### config.mk
export PLATFORM = sky130hd
export DESIGN_NAME = uart_rx_frame
export DESIGN_NICKNAME = d
export VERILOG_FILES = /design/src/rtl/uart_rx_frame.sv
export SDC_FILE = /design/constraint.sdc
export NUM_CORES = 1
export LEC_CHECK = 0
export BUFFER_PORTS_ARGS = -buffer_cell sky130_fd_sc_hd__clkbuf_2
export CORE_ASPECT_RATIO = 0.6
export CORE_UTILIZATION = 55
export DETAILED_ROUTE_END_ITERATION = 10
export PLACE_DENSITY = 0.74
export SLEW_MARGIN = 20
export SYNTH_ARGS = -nofsm -noshare
export SYNTH_HDL_FRONTEND = slang
export SYNTH_SLANG_ARGS = --single-unit
### constraint.sdc
create_clock -name clk -period 4.9 [get_ports clk]
set_input_delay 0.245 -clock clk [delete_from_list [all_inputs] [get_ports clk]]
set_output_delay 0.245 -clock clk [all_outputs]
set_load 0.005 [all_outputs]
### src/rtl/uart_rx_frame.sv
// uart_rx_frame: UART receive path. Recovers one asynchronous character per
// frame (start, 7/8 data bits LSB first, optional parity, one stop bit) and
// presents it to the host with ready/parity/framing/overrun status.
//
// Ports:
//   clk    - system clock
//   reset  - synchronous, active-high reset
//   rx     - asynchronous serial line, idle high
//   k      - clocks per bit time (4 .. 2^20-1)
//   eight  - 1: 8 data bits, 0: 7 data bits
//   pen    - 1: parity bit present
//   ohel   - 1: odd parity, 0: even parity
//   read   - one-clock pulse, host consumed data
//   data   - received character (bit 7 = 0 in 7-bit mode)
//   rxrdy  - character available
//   perr   - parity error on last frame
//   ferr   - framing error on last frame
//   ovf    - overrun: frame completed while rxrdy still set
module uart_rx_frame (
  input  logic        clk,
  input  logic        reset,
  input  logic        rx,
  input  logic [19:0] k,
  input  logic        eight,
  input  logic        pen,
  input  logic        ohel,
  input  logic        read,
  output logic [7:0]  data,
  output logic        rxrdy,
  output logic        perr,
  output logic        ferr,
  output logic        ovf
);

  typedef enum logic [1:0] {StIdle, StStart, StData} state_e;

  state_e      state_q, state_d;
  logic        rx_meta_q, rx_s_q;
  logic [19:0] k_q, k_d;
  logic        eight_q, eight_d;
  logic        pen_q, pen_d;
  logic        ohel_q, ohel_d;
  logic [19:0] bt_q, bt_d;
  logic [3:0]  bi_q, bi_d;
  // Holds the samples taken so far; the sample being taken this cycle is
  // appended live, so {rx_s_q, sh_q} is the full right-shifted frame word.
  logic [8:0]  sh_q, sh_d;
  logic [7:0]  data_q, data_d;
  logic        rxrdy_q, rxrdy_d;
  logic        perr_q, perr_d;
  logic        ferr_q, ferr_d;
  logic        ovf_q, ovf_d;

  logic        complete;
  logic [3:0]  last_bi;
  logic [9:0]  word;
  logic [7:0]  rx_data;
  logic        rx_par;
  logic        exp_par;

  // Index of the stop-bit sample: N-1 = 7 + eight + pen.
  assign last_bi = 4'd7 + {3'b000, eight_q} + {3'b000, pen_q};
  assign word    = {rx_s_q, sh_q};

  // After N shifts the frame occupies word[9:10-N]; stop is always word[9].
  always_comb begin
    rx_data = 8'h00;
    rx_par  = 1'b0;
    unique case ({eight_q, pen_q})
      2'b11: begin rx_data = word[7:0];          rx_par = word[8]; end
      2'b10: begin rx_data = word[8:1];          rx_par = 1'b0;    end
      2'b01: begin rx_data = {1'b0, word[7:1]};  rx_par = word[8]; end
      default: begin rx_data = {1'b0, word[8:2]}; rx_par = 1'b0;   end
    endcase
  end

  // Bit 7 of rx_data is 0 in 7-bit mode, so the reduction covers 7 or 8 bits.
  assign exp_par = (^rx_data) ^ ohel_q;

  always_comb begin
    state_d  = state_q;
    k_d      = k_q;
    eight_d  = eight_q;
    pen_d    = pen_q;
    ohel_d   = ohel_q;
    bt_d     = bt_q;
    bi_d     = bi_q;
    sh_d     = sh_q;
    complete = 1'b0;

    unique case (state_q)
      StIdle: begin
        bt_d = '0;
        bi_d = '0;
        if (!rx_s_q) begin
          state_d = StStart;
          k_d     = k;
          eight_d = eight;
          pen_d   = pen;
          ohel_d  = ohel;
        end
      end
      StStart: begin
        bt_d = bt_q + 20'd1;
        if (bt_q == (k_q >> 1) - 20'd1) begin
          bt_d    = '0;
          bi_d    = '0;
          state_d = rx_s_q ? StIdle : StData;
        end
      end
      StData: begin
        bt_d = bt_q + 20'd1;
        if (bt_q == k_q - 20'd1) begin
          bt_d = '0;
          bi_d = bi_q + 4'd1;
          sh_d = word[9:1];
          if (bi_q == last_bi) begin
            complete = 1'b1;
            state_d  = StIdle;
          end
        end
      end
      default: state_d = StIdle;
    endcase
  end

  always_comb begin
    data_d  = data_q;
    rxrdy_d = rxrdy_q;
    perr_d  = perr_q;
    ferr_d  = ferr_q;
    ovf_d   = ovf_q;
    if (complete) begin
      // A read coinciding with completion consumed the old byte: no overrun.
      data_d  = rx_data;
      ferr_d  = ~rx_s_q;
      perr_d  = pen_q & (rx_par != exp_par);
      ovf_d   = rxrdy_q & ~read;
      rxrdy_d = 1'b1;
    end else if (read) begin
      rxrdy_d = 1'b0;
      ovf_d   = 1'b0;
    end
  end

  always_ff @(posedge clk) begin
    if (reset) begin
      // Synchronizer resets to line idle so no start is seen out of reset.
      rx_meta_q <= 1'b1;
      rx_s_q    <= 1'b1;
      state_q   <= StIdle;
      k_q       <= '0;
      eight_q   <= 1'b0;
      pen_q     <= 1'b0;
      ohel_q    <= 1'b0;
      bt_q      <= '0;
      bi_q      <= '0;
      sh_q      <= '0;
      data_q    <= '0;
      rxrdy_q   <= 1'b0;
      perr_q    <= 1'b0;
      ferr_q    <= 1'b0;
      ovf_q     <= 1'b0;
    end else begin
      rx_meta_q <= rx;
      rx_s_q    <= rx_meta_q;
      state_q   <= state_d;
      k_q       <= k_d;
      eight_q   <= eight_d;
      pen_q     <= pen_d;
      ohel_q    <= ohel_d;
      bt_q      <= bt_d;
      bi_q      <= bi_d;
      sh_q      <= sh_d;
      data_q    <= data_d;
      rxrdy_q   <= rxrdy_d;
      perr_q    <= perr_d;
      ferr_q    <= ferr_d;
      ovf_q     <= ovf_d;
    end
  end

  assign data  = data_q;
  assign rxrdy = rxrdy_q;
  assign perr  = perr_q;
  assign ferr  = ferr_q;
  assign ovf   = ovf_q;

endmodule

# Word-level counts from Yosys, hierarchy flattened
# Cells that the tools add are included.
# Widths: inputs -> output; s select.
[word_totals]
output_inout_bits = 12
register_bits = 72
wordCells = 68
in_bits = 27
[classes]
n_addsub = 6
n_eq_ne = 13
muxes = 20
n_bitwise = 5
reduce_logical = 9
[op_table]
columns = ["op", "n"]
rows = [
  ["$pmux 20 s3", 1],
  ["$eq 20x20->1", 2],
  ["$mux 20", 2],
  ["$pmux 8 s3", 1],
  ["$add 20x1->20 const B", 1],
  ["$sub 19x1->20 const B", 1],
  ["$sub 20x1->20 const B", 1],
  ["$pmux 4 s3", 1],
  ["$mux 2", 5],
  ["$mux 4", 2],
  ["$ne 2x2->1 const B", 4],
  ["$reduce_xor 8->1", 1],
  ["$mux 1", 7],
  ["$eq 2x2->1 const B", 3],
  ["$pmux 2 s3", 1],
  ["$add 3x1->4 const A", 1],
  ["$add 4x1->4", 1],
  ["$add 4x1->4 const B", 1],
  ["$eq 2x1->1 const B", 2],
  ["$eq 4x4->1", 1],
  ["$reduce_and 2->1", 2],
  ["$reduce_and 4->1", 1],
  ["$reduce_and 3->1", 1],
  ["$reduce_bool 3->1", 1],
  ["7 further kinds", 9],
]

# Logic depth before layout (Yosys ltp)
# Gate-level depths: netlist (run 1).
[logic_depth]
depth_word = 7
mapped_depth = 14
depth_no_buf = 10

# Least setup slack after synthesis (run 1)
# No wires, ideal clock.
[synth_timing]
path_kind = "reg2reg"
start = "register k_q[13]"
end = "register data_q[6], in the netlist data[6]"
stages_incl_launch_ff = 10
setup_ps = 70
arrival_ps = 2908
n_path_buf = 1
period_less_slack_ps = 2978
required_time_ps = 4830
slack_ps = 1922
path_cell_list = "dfxtp_1 buf_4 or2_1 or4_4 or3_1 a21oi_1 o2111ai_1 or4_1 or4_1 a21oi_1"
[synth_via]
elab_chain_cells = 4
[synth_lines]
columns = ["item", "line_no", "text"]
rows = [
  ["start, declared", "39", "logic [19:0] k_q, k_d;"],
  ["start signal, assigned", "168", "k_q <= k_d;"],
  ["$sub 20x1->20", "113", "if (bt_q == k_q - 20'd1) begin"],
  ["$eq 20x20->1", "113", ""],
  ["$mux 1", "113", ""],
  ["$mux 1", "91", "unique case (state_q)"],
  ["end signal, assigned", "175", "data_q <= data_d;"],
  ["end, declared", "48", "logic [7:0] data_q, data_d;"],
]
# Every way passes these cells.
# A chain may end at the register's enable or synchronous reset.

# Worst setup path after layout (run 1)
[layout_timing]
start = "register k_q[1]"
end = "register data_q[6], in the netlist data[6]"
# The elaborated chain is that of the path after synthesis.

==> impl_metrics.json, run 1 <==
{
  "die-area_um2": 9310,
  "dp_hpwl_um": 10300,
  "cts_resized": 0,
  "drv_slew": 0,
  "h-tree-depth": 3,
  "slew_headroom": 0.358,
  "power_leakage_nw": 2.03,
  "grt_pass1_wl_um": 21300,
  "ys_seq_elements": 72,
  "cts.sinks": 72,
  "synth_area_per_cell_um2": 7.44,
  "startpoint_type": "register",
  "antenna_found_initial": 0,
  "n_antenna_cell": 0,
  "power_mw": 1.66,
  "avgRoutedWirePerCell_um": 18.0,
  "synth_ff_type": "dfxtp_1",
  "drt_iter0_drc": 546,
  "worst_pin_slew_ns": 0.964,
  "drive_gt1_frac": 0.118,
  "holdBufCountCts": 0,
  "cts_made_buffers": 9,
  "die_h_um": 75.2,
  "final_area_um2": 5390,
  "status": "finished clean",
  "finalCritPeriodShare": 0.796,
  "critPathArrivalTime_ns": 4.18,
  "synthCells": 659,
  "max_cap_violations": 0,
  "grt_overflow": 0,
  "syn-num-nets": 698,
  "ys_top_cells_by_area": "dfxtp_1 29%, nand2_1 8.0%, a21oi_1 6.3%, xnor2_1 5.9%, xor2_1 5.0%",
  "synth_top_area_cell": "dfxtp_1",
  "gp_congestion": 0.954,
  "grt_max_degree": 55,
  "rsz0062_at_grt": "false",
  "ys_warn_count": 0,
  "synth_top_area_frac": 0.294,
  "power.density_nw_per_um2": 307,
  "peakVddDrop_mv": 0.173,
  "ys_types": 65,
  "cp-end-kind": "register",
  "vias": 4891,
  "viasPerCell": 6.32,
  "final.fill_count": 790,
  "min_period_ns": 3.90,
  "clk_latency_ns": 0.35,
  "setup_viol": 0,
  "port_buffers": 38,
  "initial_core_util": 0.571,
  "finalSetupTns_ns": 0,
  "die_w_um": 124,
  "ant_nets": 0,
  "syn_to_final_growth_pct": 9.90,
  "dpl_cell_area_um2": 5070,
  "hold_viol": 0,
  "nets": 697,
  "clk_pin_slew_ns": 0.06,
  "synth_common_cells": "104 x nand2_1, 72 x dfxtp_1, 62 x a21oi_1, 46 x clkbuf_1, 37 x o21ai_0",
  "ys_seq_area_frac": 0.294,
  "fmax_ghz": 0.256,
  "ctsRootBufferMaster": "clkbuf_16",
  "wirelength_um": 13900,
  "async_reset_ff_frac": 0,
  "yosysMostFrequentCell": "nand2_1",
  "row_count": 26,
  "grtUsageTotal": 0.309,
  "io_pins": 39,
  "cts_buffer_depth": 2,
  "synthesis.area_um2": 4910,
  "required_ns": 5.18,
  "core-area_um2": 8590,
  "drcViolationCount": 0,
  "regToRegSetupSlack_ns": 1.00,
  "hold_path_class": "in2reg",
  "critPathKind": "reg2reg",
  "firstDrtPassIters": 5,
  "synth_edf_count": 0,
  "worst_clock_skew_ns": 0.00514,
  "grt_pass1_vias": 4088,
  "cts_tree": "built",
  "post_cts_buffers": 0,
  "path_max_fanout": 21
}
through the flow:
step                std cells  hold slack (ns)   util  setup slack, ns
global placement          759            0.395  0.590             1.17
floorplan                 659            0.323      -             1.92
global route              774           0.0758  0.628            0.825
finish                    774           0.0803  0.628             1.00
CTS                       774           0.0755  0.628            0.992
detailed placement        759            0.404  0.590             1.04
cell usage in the layout (no fill, tap or decap), types with 24 or more instances in the layout:
master	count
nand2_1	104
dfxtp_1	72
a21oi_1	62
clkbuf_2	38
o21ai_0	36
xnor2_1	33
nand3_1	32
xor2_1	28
nor2_1	28
inv_1	24
per-layer routing:
layer / routed length [µm] / part of all wire / track usage / up-vias
li1: - / - / - / 2333
met1: 7120 / 0.51 / 0.479 / 2301
met2: 5190 / 0.37 / 0.406 / 240
met3: 1450 / 0.10 / 0.0909 / 17
met4: 135 / 0.0097 / 0.0714 / 0
met5: 0 / 0 / 0 / -
final timing paths:
kind / start / end / cells after the start
setup reg to reg: k_q[1]$_SDFFE_PP0P_ / data[6]$_SDFFE_PP0P_ / 10
hold / removal: read / ovf$_SDFFE_PP0P_ / 2
hold reg to reg: rx_meta_q$_SDFF_PP1_ / rx_s_q$_SDFF_PP1_ / 1
setup / recovery: k_q[1]$_SDFFE_PP0P_ / data[6]$_SDFFE_PP0P_ / 10
where the power goes:
| part | total, mW | internal, mW | switching (mW) |
|---|---|---|---|
| Combinational | 0.320 | 0.123 | 0.197 |
| Clock | 0.715 | 0.456 | 0.259 |
| Sequential | 0.621 | 0.597 | 0.0237 |
| Total | 1.66 | 1.18 | 0.479 |
sequential cells by signal, summed over array words and instances, names as in the netlist, 2 cells and up:
name	cells
bi_q	4
bt_q	20
sh_q	9
state_q	2
data	8
k_q	20
cells by family (layout without fill, tap and decap cells):
group	count (synthesis)	after routing	synth area share
AND/OR/NAND/NOR	252	252	0.259
AO/OA/AOI/OAI	177	177	0.231
adder cells (fa/ha/maj)	12	12	0.0306
XOR/XNOR	62	62	0.113
buffers and inverters	81	84	0.0653
multiplexers	3	3	0.00638
flip-flops	72	72	0.294
layout make-up:
type | instances | area (µm²) | area share
Clock inverter | 5 | 81.3 | 0.0151
Clock buffer | 10 | 239 | 0.0443
Sequential cell | 72 | 1440 | 0.267
Timing Repair Buffer | 45 | 243 | 0.0450
Inverter | 24 | 90.1 | 0.0167
Tap cell | 112 | 140 | 0.0260
Multi-Input combinational cell | 506 | 3160 | 0.586
worst max-delay path, stage by stage (launching register included):
cell and delay (ns):
dfxtp_1 0.35, inv_1 0.10, ha_1 0.37, nor2b_1 0.32, nand2_1 0.23, xnor2_1 0.19, nor4_1 0.40, o2111ai_1 0.30
or4_1 0.81, or4_1 0.61, a21oi_1 0.15
Power figures use the tool's default switching activity.
==> inputs of run 2 (changes only) <==
--- a/config.mk
+++ b/config.mk
@@ -9,7 +9,7 @@
 export CORE_ASPECT_RATIO = 0.6
 export CORE_UTILIZATION = 55
 export DETAILED_ROUTE_END_ITERATION = 10
-export PLACE_DENSITY = 0.74
+export PLACE_DENSITY = 0.77
 export SLEW_MARGIN = 20
 export SYNTH_ARGS = -nofsm -noshare
 export SYNTH_HDL_FRONTEND = slang
==> constraint.sdc (replaced) <==
create_clock -name clk -period 3.5 [get_ports clk]
set_input_delay 0.175 -clock clk [delete_from_list [all_inputs] [get_ports clk]]
set_output_delay 0.175 -clock clk [all_outputs]
set_load 0.005 [all_outputs]
==> run 2 against run 1 <==
- fmax increased by 18%
- global-route usage increased by 1.4 points
- design area increased by 4.5%
- critical endpoint is now bt_q[15]$_SDFFE_PP0P_
==> impl_metrics.json, run 2 (synthesized netlist as in run 1, its figures left out) <==
{
  "status": "finished clean",
  "setup_viol": 0,
  "grt_pass1_wl_um": 22600,
  "cts_tree": "built",
  "n_antenna_cell": 0,
  "final.fill_count": 743,
  "final_cell_mix": "103 x nand2_1, 72 x dfxtp_1, 62 x a21oi_1",
  "die_w_um": 124,
  "avgRoutedWirePerCell_um": 18.1,
  "drive_gt1_frac": 0.152,
  "viasPerCell": 6.20,
  "finalSetupTns_ns": 0,
  "mostFrequentLayoutCell": "nand2_1",
  "die_h_um": 75.2,
  "instances_no_fill": 794,
  "startpoint_type": "register",
  "power_leakage_nw": 2.18,
  "clk_pin_slew_ns": 0.06,
  "vias": 4920,
  "post-place-cells": 777,
  "holdPathStages": 2,
  "grt_overflow": 0,
  "path_max_fanout": 23,
  "drv_slew": 0,
  "clk_latency_ns": 0.34,
  "power.density_nw_per_um2": 443,
  "post-place-ws_ns": 0.0155,
  "antenna_found_initial": 0,
  "peakVddDrop_mv": 0.283,
  "drt_iter0_drc": 574,
  "ctsRootBufferMaster": "clkbuf_16",
  "wirelength_um": 14400,
  "max_cap_violations": 0,
  "core-area_um2": 8590,
  "ant_nets": 0,
  "hold_viol": 0,
  "gp_congestion": 0.957,
  "reg2reg_depth": 9,
  "h-tree-depth": 3,
  "port_buffers": 38,
  "die-area_um2": 9310,
  "dp_hpwl_um": 10700,
  "io_pins": 39,
  "finalCritPeriodShare": 0.946,
  "min_period_ns": 3.31,
  "cts_buffer_depth": 2,
  "hold_path_class": "in2reg",
  "setup_ws_ns": 0.189,
  "grtUsageTotal": 0.323,
  "row_count": 26,
  "dpl_cell_area_um2": 5200,
  "fmax_ghz": 0.302,
  "critPathArrivalTime_ns": 3.57,
  "syn_to_final_growth_pct": 14.8,
  "cp-end-kind": "register",
  "grt_max_degree": 54,
  "required_ns": 3.76,
  "slew_headroom": 0.381,
  "final_area_um2": 5630,
  "critPathKind": "reg2reg",
  "worst_clock_skew_ns": 0.00446,
  "nets": 717,
  "cts.sinks": 72,
  "initial_core_util": 0.571,
  "worst_pin_slew_ns": 0.929,
  "drcViolationCount": 0,
  "cts_made_buffers": 9,
  "holdBufCountCts": 0,
  "reg_top3": "bt_q: 20 flops, k_q: 20 flops, sh_q: 9 flops",
  "firstDrtPassIters": 5,
  "grt_pass1_vias": 4306
}
-- run 2: changes by cell type in the layout (fill, tap and decap cells not counted), sizes merged --
cell      before  now
clkinvlp       1    0
bufinv         2    4
clkinv         2    1
buf            7   27
-- run 2: per-stage QoR --
step | util | total power [mW] | hold slack [ns]
after floorplan | - | 1.20 | 0.253
after global placement | 0.606 | 1.33 | 0.363
after detailed placement | 0.606 | 1.34 | 0.364
after CTS | 0.649 | 2.47 | 0.0135
after global routing | 0.656 | 2.58 | 0.0151
final | 0.656 | 2.50 | 0.0193
-- run 2: per-layer routing --
metal | vias to the layer above | share of wire | routed length (µm) | GRT usage
met5 | - | 0 | 0 | 0
met4 | 0 | 0.012 | 167 | 0.0728
met3 | 19 | 0.11 | 1510 | 0.108
met2 | 229 | 0.39 | 5660 | 0.436
met1 | 2302 | 0.49 | 7020 | 0.484
li1 | 2370 | - | - | -
-- run 2: report_power, final --
part | total, mW | internal, mW | switching (mW)
Combinational | 0.495 | 0.196 | 0.299
Clock | 1.14 | 0.785 | 0.355
Sequential | 0.863 | 0.836 | 0.0271
Total | 2.50 | 1.82 | 0.680
-- run 2: final cells by class --
type	count	area (µm²)	area share
repair buffers	65	393	0.0698
well taps	112	140	0.0249
multi-input cells	506	3200	0.568
clock buffers	10	239	0.0424
flip-flops and latches	72	1440	0.256
inverters	24	90.1	0.0160
clock inverters	5	129	0.0229
-- run 2: critical path, stage by stage (launching register included) --
cell and delay (ns):
dfxtp_1 0.45, nor4_4 0.54, nand2_2 0.25, o21a_1 0.24, a211o_1 0.27, a21oi_1 0.28, o31a_1 0.47, buf_4 0.36
o211ai_1 0.14, a22oi_1 0.22
-- run 2: what timing repair did --
item	in CTS	in global routing
buffers inserted	0	2
resized for setup	1	8
pin swaps	0	3
setup endpoints to repair	2	43
-- run 2: worst paths after layout --
kind | to | startpoint | slack [ns]
worst max-delay path | bt_q[15]$_SDFFE_PP0P_ | k_q[4]$_SDFFE_PP0P_ | 0.19
worst min-delay path | rx_meta_q$_SDFF_PP1_ | rx | 0.02
worst min register to register | rx_s_q$_SDFF_PP1_ | rx_meta_q$_SDFF_PP1_ | 0.41
worst max register to register | bt_q[15]$_SDFFE_PP0P_ | k_q[4]$_SDFFE_PP0P_ | 0.19
==> inputs of run 3 (changes only) <==
--- a/config.mk
+++ b/config.mk
@@ -7,6 +7,7 @@
 export LEC_CHECK = 0
 export BUFFER_PORTS_ARGS = -buffer_cell sky130_fd_sc_hd__clkbuf_2
 export CORE_ASPECT_RATIO = 0.6
+export CORE_MARGIN = 4
 export CORE_UTILIZATION = 55
 export DETAILED_ROUTE_END_ITERATION = 10
 export PLACE_DENSITY = 0.77
==> run 3 against run 2 <==
- register-to-register slack about the same
- highest routed layer unchanged
- sequential cell count did not move
- fmax rose by 0.35%
- combinational power rose by 2%
==> impl_metrics.json, run 3 (synthesized netlist as in run 1, its figures left out) <==
{
  "status": "finished clean",
  "slew_headroom": 0.333,
  "n_antenna_cell": 0,
  "mostFrequentLayoutCell": "nand2_1",
  "firstDrtPassIters": 5,
  "path_max_fanout": 10,
  "finalCritPeriodShare": 0.943,
  "cp-end-kind": "register",
  "initial_core_util": 0.571,
  "min_period_ns": 3.30,
  "required_ns": 3.76,
  "antenna_found_initial": 0,
  "core-area_um2": 8590,
  "ctsRootBufferMaster": "clkbuf_16",
  "ant_nets": 0,
  "cts.sinks": 72,
  "max_cap_violations": 0,
  "syn_to_final_growth_pct": 14.5,
  "critPathArrivalTime_ns": 3.56,
  "cts_made_buffers": 9,
  "critPathKind": "reg2reg",
  "grt_overflow": 0,
  "rsz0062_at_grt": "false",
  "holdBufCountCts": 0,
  "gp_congestion": 0.958,
  "power_mw": 2.45,
  "dp_hpwl_um": 11100,
  "worst_pin_slew_ns": 1.00,
  "setup_viol": 0,
  "grt_max_degree": 54,
  "drv_slew": 0,
  "final.fill_count": 756,
  "cts_tree": "built",
  "h-tree-depth": 3,
  "nets": 721,
  "startpoint_type": "register",
  "fmax_ghz": 0.303,
  "reg_top3": "bt_q: 20 flops, k_q: 20 flops, sh_q: 9 flops",
  "drcViolationCount": 0,
  "row_count": 26,
  "clk_pin_slew_ns": 0.06,
  "clk_latency_ns": 0.34,
  "drive_gt1_frac": 0.154,
  "finalSetupTns_ns": 0,
  "vias": 5022,
  "grt_pass1_wl_um": 24000,
  "final_cell_mix": "103 x nand2_1, 72 x dfxtp_1, 62 x a21oi_1",
  "power_leakage_nw": 2.17,
  "peakVddDrop_mv": 0.273,
  "hold_viol": 0,
  "worst_clock_skew_ns": 0.00599,
  "die_h_um": 81.2,
  "drt_iter0_drc": 492,
  "grt_pass1_vias": 4611,
  "grtUsageTotal": 0.293,
  "die-area_um2": 10500,
  "io_pins": 39,
  "viasPerCell": 6.29,
  "wirelength_um": 14900,
  "die_w_um": 130,
  "hold_path_class": "in2reg",
  "cts_buffer_depth": 2,
  "avgRoutedWirePerCell_um": 18.7,
  "power.density_nw_per_um2": 435,
  "port_buffers": 38
}
[run 3: cell count changes in the layout (fill, tap and decap cells not counted), sizes merged]
cell    previous run  this run
clkbuf            48        49
clkinv             1         2
bufinv             4         3
buf               27        31
[run 3: through the flow]
stage | hold slack, ns | instances | cell area [µm²] | util | worst slack [ns]
detailed placement | 0.362 | 782 | 5240 | 0.610 | 0.0148
finish | 0.0167 | 799 | 5620 | 0.654 | 0.200
CTS | 0.0107 | 798 | 5590 | 0.651 | 0.0755
global placement | 0.363 | 782 | 5240 | 0.610 | 0.0378
floorplan | 0.253 | 659 | 4910 | - | 0.522
global route | 0.0177 | 799 | 5620 | 0.654 | 0.0226
[run 3: timing repair]
action | in CTS | in global routing
resized for setup | 1 | 5
setup buffers | 0 | 1
pin swaps | 0 | 1
endpoints found under the setup margin | 3 | 20
[run 3: critical path, cell delays in order, from the launching register on]
cell	delay [ns]
dfxtp_1	0.39
inv_1	0.09
ha_1	0.15
buf_4	0.17
nor4b_1	0.34
xnor2_1	0.17
nand4_1	0.14
nor4_2	0.32
o2111ai_2	0.24
or4_1	0.52
or4_1	0.53
a21oi_1	0.16
[run 3: report_power, final]
group | total [mW] | leakage [nW] | internal (mW) | switching (mW)
combinational | 0.506 | 1.42 | 0.193 | 0.313
clock | 1.08 | 0.170 | 0.716 | 0.361
sequential | 0.862 | 0.582 | 0.836 | 0.0262
[run 3: routing by layer]
metal / wire length [µm] / part of all wire / track usage / vias up
li1: - / - / - / 2381
met1: 7240 / 0.48 / 0.436 / 2347
met2: 5770 / 0.39 / 0.403 / 270
met3: 1750 / 0.12 / 0.102 / 24
met4: 184 / 0.012 / 0.0602 / 0
met5: 0 / 0 / 0 / -
[run 3: layout make-up]
type	instances	area, µm²	area share
clock inverters	5	104	0.0185
flip-flops and latches	72	1440	0.257
inverters	24	90.1	0.0160
clock buffers	11	243	0.0432
multi-input cells	506	3180	0.565
repair buffers	69	423	0.0753
well taps	112	140	0.0249
[run 3: final timing paths]
kind	cells past startpoint	slack, ns	from	end
max	11	0.20	k_q[2]$_SDFFE_PP0P_	data[6]$_SDFFE_PP0P_
min	2	0.02	rx	rx_meta_q$_SDFF_PP1_
max reg2reg	11	0.20	k_q[2]$_SDFFE_PP0P_	data[6]$_SDFFE_PP0P_
min reg2reg	1	0.42	rx_meta_q$_SDFF_PP1_	rx_s_q$_SDFF_PP1_
